`src/rtl/fadd_arbiter_81.sv`:
```
// Round-robin arbiter that shares one registered float adder among NREQ requesters.
// Credits reserve a response FIFO slot at issue time, so results are never dropped.
module fadd_arbiter_81 #(
  parameter int NREQ  = 4,
  parameter int IDW   = 2,
  parameter int LAT   = 1,
  parameter int DEPTH = 4
) (
  input  logic                 clk81,
  input  logic                 reset_n81,
  input  logic [NREQ-1:0]      req_valid_81,
  output logic [NREQ-1:0]      req_ready_81,
  input  logic [32*NREQ-1:0]   req_a_81,
  input  logic [32*NREQ-1:0]   req_b_81,
  output logic [31:0]          add_a81,
  output logic [31:0]          add_b81,
  output logic                 add_reset_81,
  input  logic [31:0]          add_result_81,
  output logic                 rsp_valid_81,
  input  logic                 rsp_ready_81,
  output logic [IDW-1:0]       rsp_id_81,
  output logic [31:0]          rsp_data_81,
  output logic                 busy_81
);
  localparam int AW = $clog2(DEPTH);
  localparam int CW = $clog2(DEPTH + 1);

  logic [IDW-1:0]  rr_ptr_r;
  logic [LAT-1:0]  tag_v_r;
  logic [IDW-1:0]  tag_id_r [LAT];
  logic [CW-1:0]   inflight_r;
  logic [CW-1:0]   count_r;
  logic [AW-1:0]   wr_ptr_r;
  logic [AW-1:0]   rd_ptr_r;
  logic [IDW-1:0]  mem_id_r [DEPTH];
  logic [31:0]     mem_data_r [DEPTH];

  logic            credit_s;
  logic            hit_s;
  logic            issue_s;
  logic            push_s;
  logic            pop_s;
  logic [IDW-1:0]  gnt_s;
  logic [2*NREQ-1:0] rot_s;

  function automatic logic [IDW-1:0] wrap_add(input logic [IDW-1:0] p, input int k);
    int s;
    s = int'(p) + k;
    if (s >= NREQ) begin
      s = s - NREQ;
    end else begin
      s = s;
    end
    return IDW'(s);
  endfunction

  assign credit_s = ({1'b0, inflight_r} + {1'b0, count_r}) < (CW + 1)'(DEPTH);
  assign rot_s    = {req_valid_81, req_valid_81} >> rr_ptr_r;

  // Round-robin search starting at rr_ptr_r
  always_comb begin
    hit_s = 1'b0;
    gnt_s = '0;
    for (int k = 0; k < NREQ; k++) begin
      if (!hit_s && rot_s[k]) begin
        hit_s = 1'b1;
        gnt_s = wrap_add(rr_ptr_r, k);
      end else begin
        hit_s = hit_s;
      end
    end
  end

  assign issue_s = reset_n81 & credit_s & hit_s;
  assign push_s  = tag_v_r[LAT-1];
  assign pop_s   = rsp_valid_81 & rsp_ready_81;

  // Grant vector and operand mux; operands stay zero when nothing issues
  always_comb begin
    req_ready_81 = '0;
    add_a81      = 32'h0;
    add_b81      = 32'h0;
    for (int k = 0; k < NREQ; k++) begin
      if (issue_s && (gnt_s == IDW'(k))) begin
        req_ready_81[k] = 1'b1;
        add_a81         = req_a_81[32*k +: 32];
        add_b81         = req_b_81[32*k +: 32];
      end else begin
        req_ready_81[k] = 1'b0;
      end
    end
  end

  // Arbitration pointer, tag pipe and in-flight counter
  always_ff @(posedge clk81 or negedge reset_n81) begin
    if (!reset_n81) begin
      rr_ptr_r   <= '0;
      tag_v_r    <= '0;
      inflight_r <= '0;
      for (int k = 0; k < LAT; k++) tag_id_r[k] <= '0;
    end else begin
      if (issue_s) rr_ptr_r <= wrap_add(gnt_s, 1);
      tag_v_r[0]  <= issue_s;
      tag_id_r[0] <= gnt_s;
      for (int k = 1; k < LAT; k++) begin
        tag_v_r[k]  <= tag_v_r[k-1];
        tag_id_r[k] <= tag_id_r[k-1];
      end
      case ({issue_s, push_s})
        2'b10:   inflight_r <= inflight_r + CW'(1);
        2'b01:   inflight_r <= inflight_r - CW'(1);
        default: inflight_r <= inflight_r;
      endcase
    end
  end

  // Response FIFO pointers and occupancy
  always_ff @(posedge clk81 or negedge reset_n81) begin
    if (!reset_n81) begin
      wr_ptr_r <= '0;
      rd_ptr_r <= '0;
      count_r  <= '0;
    end else begin
      if (push_s) wr_ptr_r <= wr_ptr_r + AW'(1);
      if (pop_s)  rd_ptr_r <= rd_ptr_r + AW'(1);
      case ({push_s, pop_s})
        2'b10:   count_r <= count_r + CW'(1);
        2'b01:   count_r <= count_r - CW'(1);
        default: count_r <= count_r;
      endcase
    end
  end

  // FIFO storage; contents are only visible while count_r is non-zero
  always_ff @(posedge clk81) begin
    if (push_s) begin
      mem_id_r[wr_ptr_r]   <= tag_id_r[LAT-1];
      mem_data_r[wr_ptr_r] <= add_result_81;
    end
  end

  assign add_reset_81 = ~reset_n81;
  assign rsp_valid_81 = reset_n81 & (count_r != '0);
  assign rsp_id_81    = rsp_valid_81 ? mem_id_r[rd_ptr_r]   : '0;
  assign rsp_data_81  = rsp_valid_81 ? mem_data_r[rd_ptr_r] : 32'h0;
  assign busy_81      = reset_n81 & ((inflight_r != '0) | (count_r != '0));

endmodule
```
`config.mk`:
```
export PLATFORM = sky130hd
export DESIGN_NAME = fadd_arbiter_81
export DESIGN_NICKNAME = d
export VERILOG_FILES = /design/src/rtl/fadd_arbiter_81.sv
export SDC_FILE = /design/constraint.sdc
export NUM_CORES = 1
export LEC_CHECK = 0
export BUFFER_PORTS_ARGS = -buffer_cell sky130_fd_sc_hd__buf_2
export CAP_MARGIN = 0
export CORE_MARGIN = 3
export CORE_UTILIZATION = 35
export DETAILED_ROUTE_END_ITERATION = 6
export PLACE_DENSITY = 0.71
export SLEW_MARGIN = 20
export SYNTH_ARGS = -nofsm -noshare
export SYNTH_HDL_FRONTEND = slang
export SYNTH_SLANG_ARGS = --single-unit
```
`constraint.sdc`:
```
create_clock -name clk81 -period 2.25 [get_ports clk81]
set_input_delay 0.225 -clock clk81 [delete_from_list [all_inputs] [get_ports clk81]]
set_output_delay 0.225 -clock clk81 [all_outputs]
set_load 0.01 [all_outputs]
```
== After elaboration in Yosys (flattened, before gate mapping) ==
Memories as Yosys holds them, arrays and structs flattened.
Index checks and enable logic that the tools add are counted.

* Logic and storage cells: 92
* Flip-flop bits (word level): 15
* Memory bits (writable): 136
* Memories: 2

{| class="wikitable"
|+ Memory list
! memory !! words !! width !! read ports !! clocked after Yosys merged registers in !! wr ports !! line !! RTL
|-
| mem_data_r || 4 || 32 || 1 || 0 || 1 || 36 || <nowiki>logic [31:0] mem_data_r [DEPTH];</nowiki>
|-
| mem_id_r || 4 || 2 || 1 || 0 || 1 || 35 || <nowiki>logic [IDW-1:0] mem_id_r [DEPTH];</nowiki>
|}

* Reduce and logical (&&, ||, !) cells: 15
* Eq/ne operators: 7
* Bitwise gates (word level): 7
* Muxes and demuxes: 31
* $add $sub $neg: 16
* Shift-type cells: 1
* Order comparisons: 6

{| class="wikitable"
|+ Operators with widths
! cell !! number
|-
| $mux 32 || 9
|-
| $mux 2 || 10
|-
| $ge 3x3->1 const B || 4
|-
| $pmux 3 s2 || 2
|-
| $mux 1 || 10
|-
| $sub 2x1->2 const B || 5
|-
| $eq 2x2->1 const B || 4
|-
| $shr 8x2->4 || 1
|-
| $logic_and 1x1->1 || 7
|-
| $add 2x1->3 const B || 2
|-
| $add 2x2->3 const B || 2
|-
| $add 3x1->3 const B || 2
|-
| $eq 2x1->1 const B || 3
|-
| $reduce_bool 3->1 || 2
|-
| $sub 3x1->3 const B || 2
|-
| $and 1x1->1 || 5
|-
| $add 2x1->2 const B || 2
|-
| $add 3x3->4 || 1
|-
| $lt 4x3->1 const B || 1
|-
| $reduce_bool 2->1 || 2
|-
| $ge 2x3->1 const B || 1
|-
| $logic_not 1->1 || 3
|-
| $logic_not 2->1 || 1
|-
| $not 1->1 || 1
|-
| $or 1x1->1 || 1
|}

== Depth between registers and ports, before layout ==
* Depth in word-level cells: 17
* Mapped depth: 12

== Least setup slack after synthesis ==
Ideal clock, no wire load.

* Path kind: reg-to-reg
* From: reg inflight_r[2]
* To: reg inflight_r[1]
* Setup slack: -0.096 ns
* Cell stages (with the launch flop): 11
* Required time: 2.167 ns
* Data arrival time: 2.264 ns
* Buffers on the path: 2
* Library setup time: 0.083 ns
* Cell sequence: dfrtp_1 > ha_1 > nor4b_2 > nand2_1 > or2_1 > buf_2 > buf_2 > ha_1 > inv_1 > fa_1 > o21ai_0

* Word-level cells in the longest chain between the ends: 6
* Elaborated cells on any way between the ends: 8

{| class="wikitable"
|+ RTL lines
! item !! line !! RTL
|-
| from (decl) || 31 || <nowiki>logic [CW-1:0] inflight_r;</nowiki>
|-
| from (signal assigned) || 110 || <nowiki>2'b10: inflight_r <= inflight_r + CW'(1);</nowiki>
|-
| from (signal assigned) || 111 || <nowiki>2'b01: inflight_r <= inflight_r - CW'(1);</nowiki>
|-
| from (signal assigned) || 112 || <nowiki>default: inflight_r <= inflight_r;</nowiki>
|-
| $add 3x3->4 * || 57 || <nowiki>assign credit_s = ({1'b0, inflight_r} + {1'b0, count_r}) < (CW + 1)'(DEPTH);</nowiki>
|-
| $lt 4x3->1 * || 57 ||
|-
| $and 1x1->1 * (2 in series) || 74 || <nowiki>assign issue_s = reset_n81 & credit_s & hit_s;</nowiki>
|-
| $eq 2x1->1 or $eq 2x2->1 (tied branches) || 109 || <nowiki>case ({issue_s, push_s})</nowiki>
|-
| $pmux 3 s2 or $reduce_bool 2->1 (tied branches) || n/a ||
|}

Every way passes the cells marked *; elsewhere a longest branch is shown, timed or not.
A chain may end at the register's enable or synchronous reset.

== Worst setup path in the final report ==
* From: reg rr_ptr_r[1]
* To: out add_b81[2]

* Word-level cells in the longest chain between the ends: 17
* Elaborated cells on any way between the ends: 43

{| class="wikitable"
|+ RTL lines
! item !! line !! RTL
|-
| from (decl) || 28 || <nowiki>logic [IDW-1:0] rr_ptr_r;</nowiki>
|-
| from (signal assigned) || 102 || <nowiki>if (issue_s) rr_ptr_r <= wrap_add(gnt_s, 1);</nowiki>
|-
| parallel branches: the longest is 16 deep, another holds $add 2x1->3 || n/a ||
|-
| $mux 32 * || 84 || <nowiki>if (issue_s && (gnt_s == IDW'(k))) begin</nowiki>
|-
| to (decl) || 16 || <nowiki>output logic [31:0] add_b81,</nowiki>
|}

Mark *: on every way between the ends.

==> flow_summary.ini <==
[run_status]
status = finished with violations
violations = negative setup slack

[critical_path]
start_kind = flip-flop
crit_required_ns = 2.03
crit_path_end_kind = output port
r2r_setup_slack_ns = -0.07
ff2ff_path_depth = 11
cp.arrival_ns = 2.73
worstSetupPathType = reg2out
r2r-start = inflight_r[2]
crit_fanout = 21
timing.rr.end = inflight_r[2]

[grt]
grt_use_total_pct = 24.2
grt_pass1_vias = 7334
antenna_found_initial = 15
gr-total-overflow = 0
grt_first_pass_wirelength_um = 44500
grt_start_max_net_pins = 37

[placed_design]
place_congestion = 0.877
dp.cells = 1330
place_area_um2 = 11000
io_buffers = 399
dp.final_hpwl_um = 23900

[cts]
cts_buffers = 17
cts_tree = done
cts-root-buf = clkbuf_16
clk_pin_slew_ns = 0.06
clockBufferDepth = 2
clock_latency_ns = 0.41
cts_num_sinks = 151
cts_max_level = 4

[drt]
drt_pass1_iterations = 5
viasPerCell = 5.45
vias = 7613
drc_errors = 0
drt-total-wl_um = 32800
wl_per_cell_um = 23.5
ant_nets = 0
drt-initial-drc-count = 619

[job]
drv_cap = 0

[min_path]
worstHoldPathCells = 1
min_to = mem_data_r[3][28]
hold_path.class = in2reg
min-delay-start = add_result_81[28]

[sta]
rsz0062_at_grt = true
finalWorstSetupSlack_ns = -0.703
hold_violations = 0
setup_viol = 70
tightest_slew_ns = 0.442
slew_headroom_pct = 70.2
tns_ns = -40.10
finalCriticalPeriod_ns = 2.95
max_freq_mhz = 339
maxSlewViolCount = 0
fin_worst_skew_ns = 0.00854
period_share_pct = 131

[yosys]
async_flop_share_pct = 9.93
ys_ff_latch = 151
synth-seq-area-share_pct = 54.7
syn_area_per_cell_um2 = 13.2
synth_nets = 924
synth_ff_type = edfxtp_1
synth_edf_count = 136
netlist_area_um2 = 8150
ys_types = 38
ys.warnings.count = 0
synthCells = 615

[cells_and_area]
fin_util_pct = 54.4
fin_area_um2 = 12400
n_fill_cell = 1927
area_growth_pct = 52.1
regArea_um2 = 4470
fin_nets = 1370
mostFrequentLayoutCells = buf_2, edfxtp_1, a221o_1, o21a_1, nor2_1
drive_above_1_share_pct = 58.6
fin_cells = 1398
multiInputGateArea_um2 = 3660
layout_commonest_cell = buf_2

[power]
power_mw = 15.6
leakagePower_nw = 5.23
p_per_area_nw_per_um2 = 1260
vdd_drop_max_mv = 0.724

[floorplanning]
die-area_um2 = 25100
die_h_um = 159
top_level_ports = 400
die_w_um = 159
core_area_um2 = 22800
num_rows = 55
initial_core_util_pct = 35.8
through the flow:
stage	hold WS (ns)	worst slack [ns]
2_1_floorplan	-0.0706	-0.0145
3_3_place_gp	0.191	-0.380
3_5_place_dp	0.190	-0.433
4_1_cts	0.00883	-0.685
5_1_grt	0.0170	-0.786
6_report	0.0294	-0.703
cell type report:
cell class / count / share of cell area, %
Antenna cell: 11 / 0.222
Clock buffer: 18 / 3.46
Clock inverter: 14 / 1.61
Inverter: 16 / 0.606
Multi-Input combinational cell: 387 / 29.6
Sequential cell: 151 / 36.1
Tap cell: 313 / 3.16
Timing Repair Buffer: 488 / 25.3
routing by layer:
metal	share of wire [%]	GRT usage (%)	vias to the layer above
li1	-	-	3362
met1	36	30.5	3738
met2	50	39.4	432
met3	10	6.33	77
met4	4.0	10.7	4
met5	0.064	0	-
cell usage after synthesis, drive strengths merged (2+ instances only):
cell type	count	share of area, %
edfxtp	136	50
nor2	72	3.5
o21a	65	6.0
a221o	64	7.9
a22oi	64	5.9
and2	41	3.1
clkbuf	37	1.7
mux4	34	9.4
buf	24	1.8
inv	16	0.74
dfrtp	15	4.6
ha	12	1.8
xor2	6	0.65
nand2	5	0.23
o21ai	3	0.18
xnor2	3	0.32
fa	2	0.49
or2	2	0.15
worst max path at each step:
stage,from,to,slack (ns)
after floorplan,rr_ptr_r[1],add_a81[0],-0.01
after CTS,rr_ptr_r[1],add_b81[5],-0.69
final,rr_ptr_r[1],add_b81[2],-0.70
after global routing,rr_ptr_r[1],add_a81[12],-0.79
after global placement,rr_ptr_r[1],add_b81[25],-0.38
after detailed placement,rr_ptr_r[1],add_b81[25],-0.43
registers in the layout, summed over array words and instances, names as in the netlist:
name / cells
mem_data_r: 128
wr_ptr_r: 2
push_s: 1
rd_ptr_r: 2
rr_ptr_r: 2
mem_id_r: 8
inflight_r: 3
tag_id_r: 2
count_r: 3
cells by family (layout without fill, tap and decap cells):
family          after synthesis  in the layout  share of synthesized area (%)
compound gates              204            204                           20.7
flops                       151            151                           54.7
simple gates                125            125                           7.47
buf+inv                      77            536                           4.21
mux                          35             35                           9.54
fa+ha+maj                    14             14                           2.33
xor+xnor                      9              9                          0.968
other cells                   0             11                              0
report_power, final:
part           leakage (nW)  switching [mW]  total, mW  internal (mW)
Clock                 0.305            1.07       2.94           1.87
Sequential             1.41           0.285       3.77           3.49
Combinational          3.52            4.38       8.90           4.52
timing repair:
action / in CTS / in global routing
hold buffers: 1 / 0
endpoints found under the setup margin: 97 / 69
pin swaps: 7 / 43
endpoints found under the hold margin: 15 / 0
cloned: 3 / 4
buffers inserted: 9 / 10
resized for setup: 50 / 52
worst max-delay path, cell delays in order, from the launching register on:
cell      delay, ns
dfrtp_1        0.39
buf_4          0.14
o221ai_2       0.09
o21a_4         0.15
or2_4          0.27
ha_4           0.16
nor2b_4        0.15
buf_12         0.16
buf_6          0.12
a221o_1        0.30
a22oi_2        0.17
nor2_2         0.07
buf_2          0.14
(Power assumes the default switching activity.)
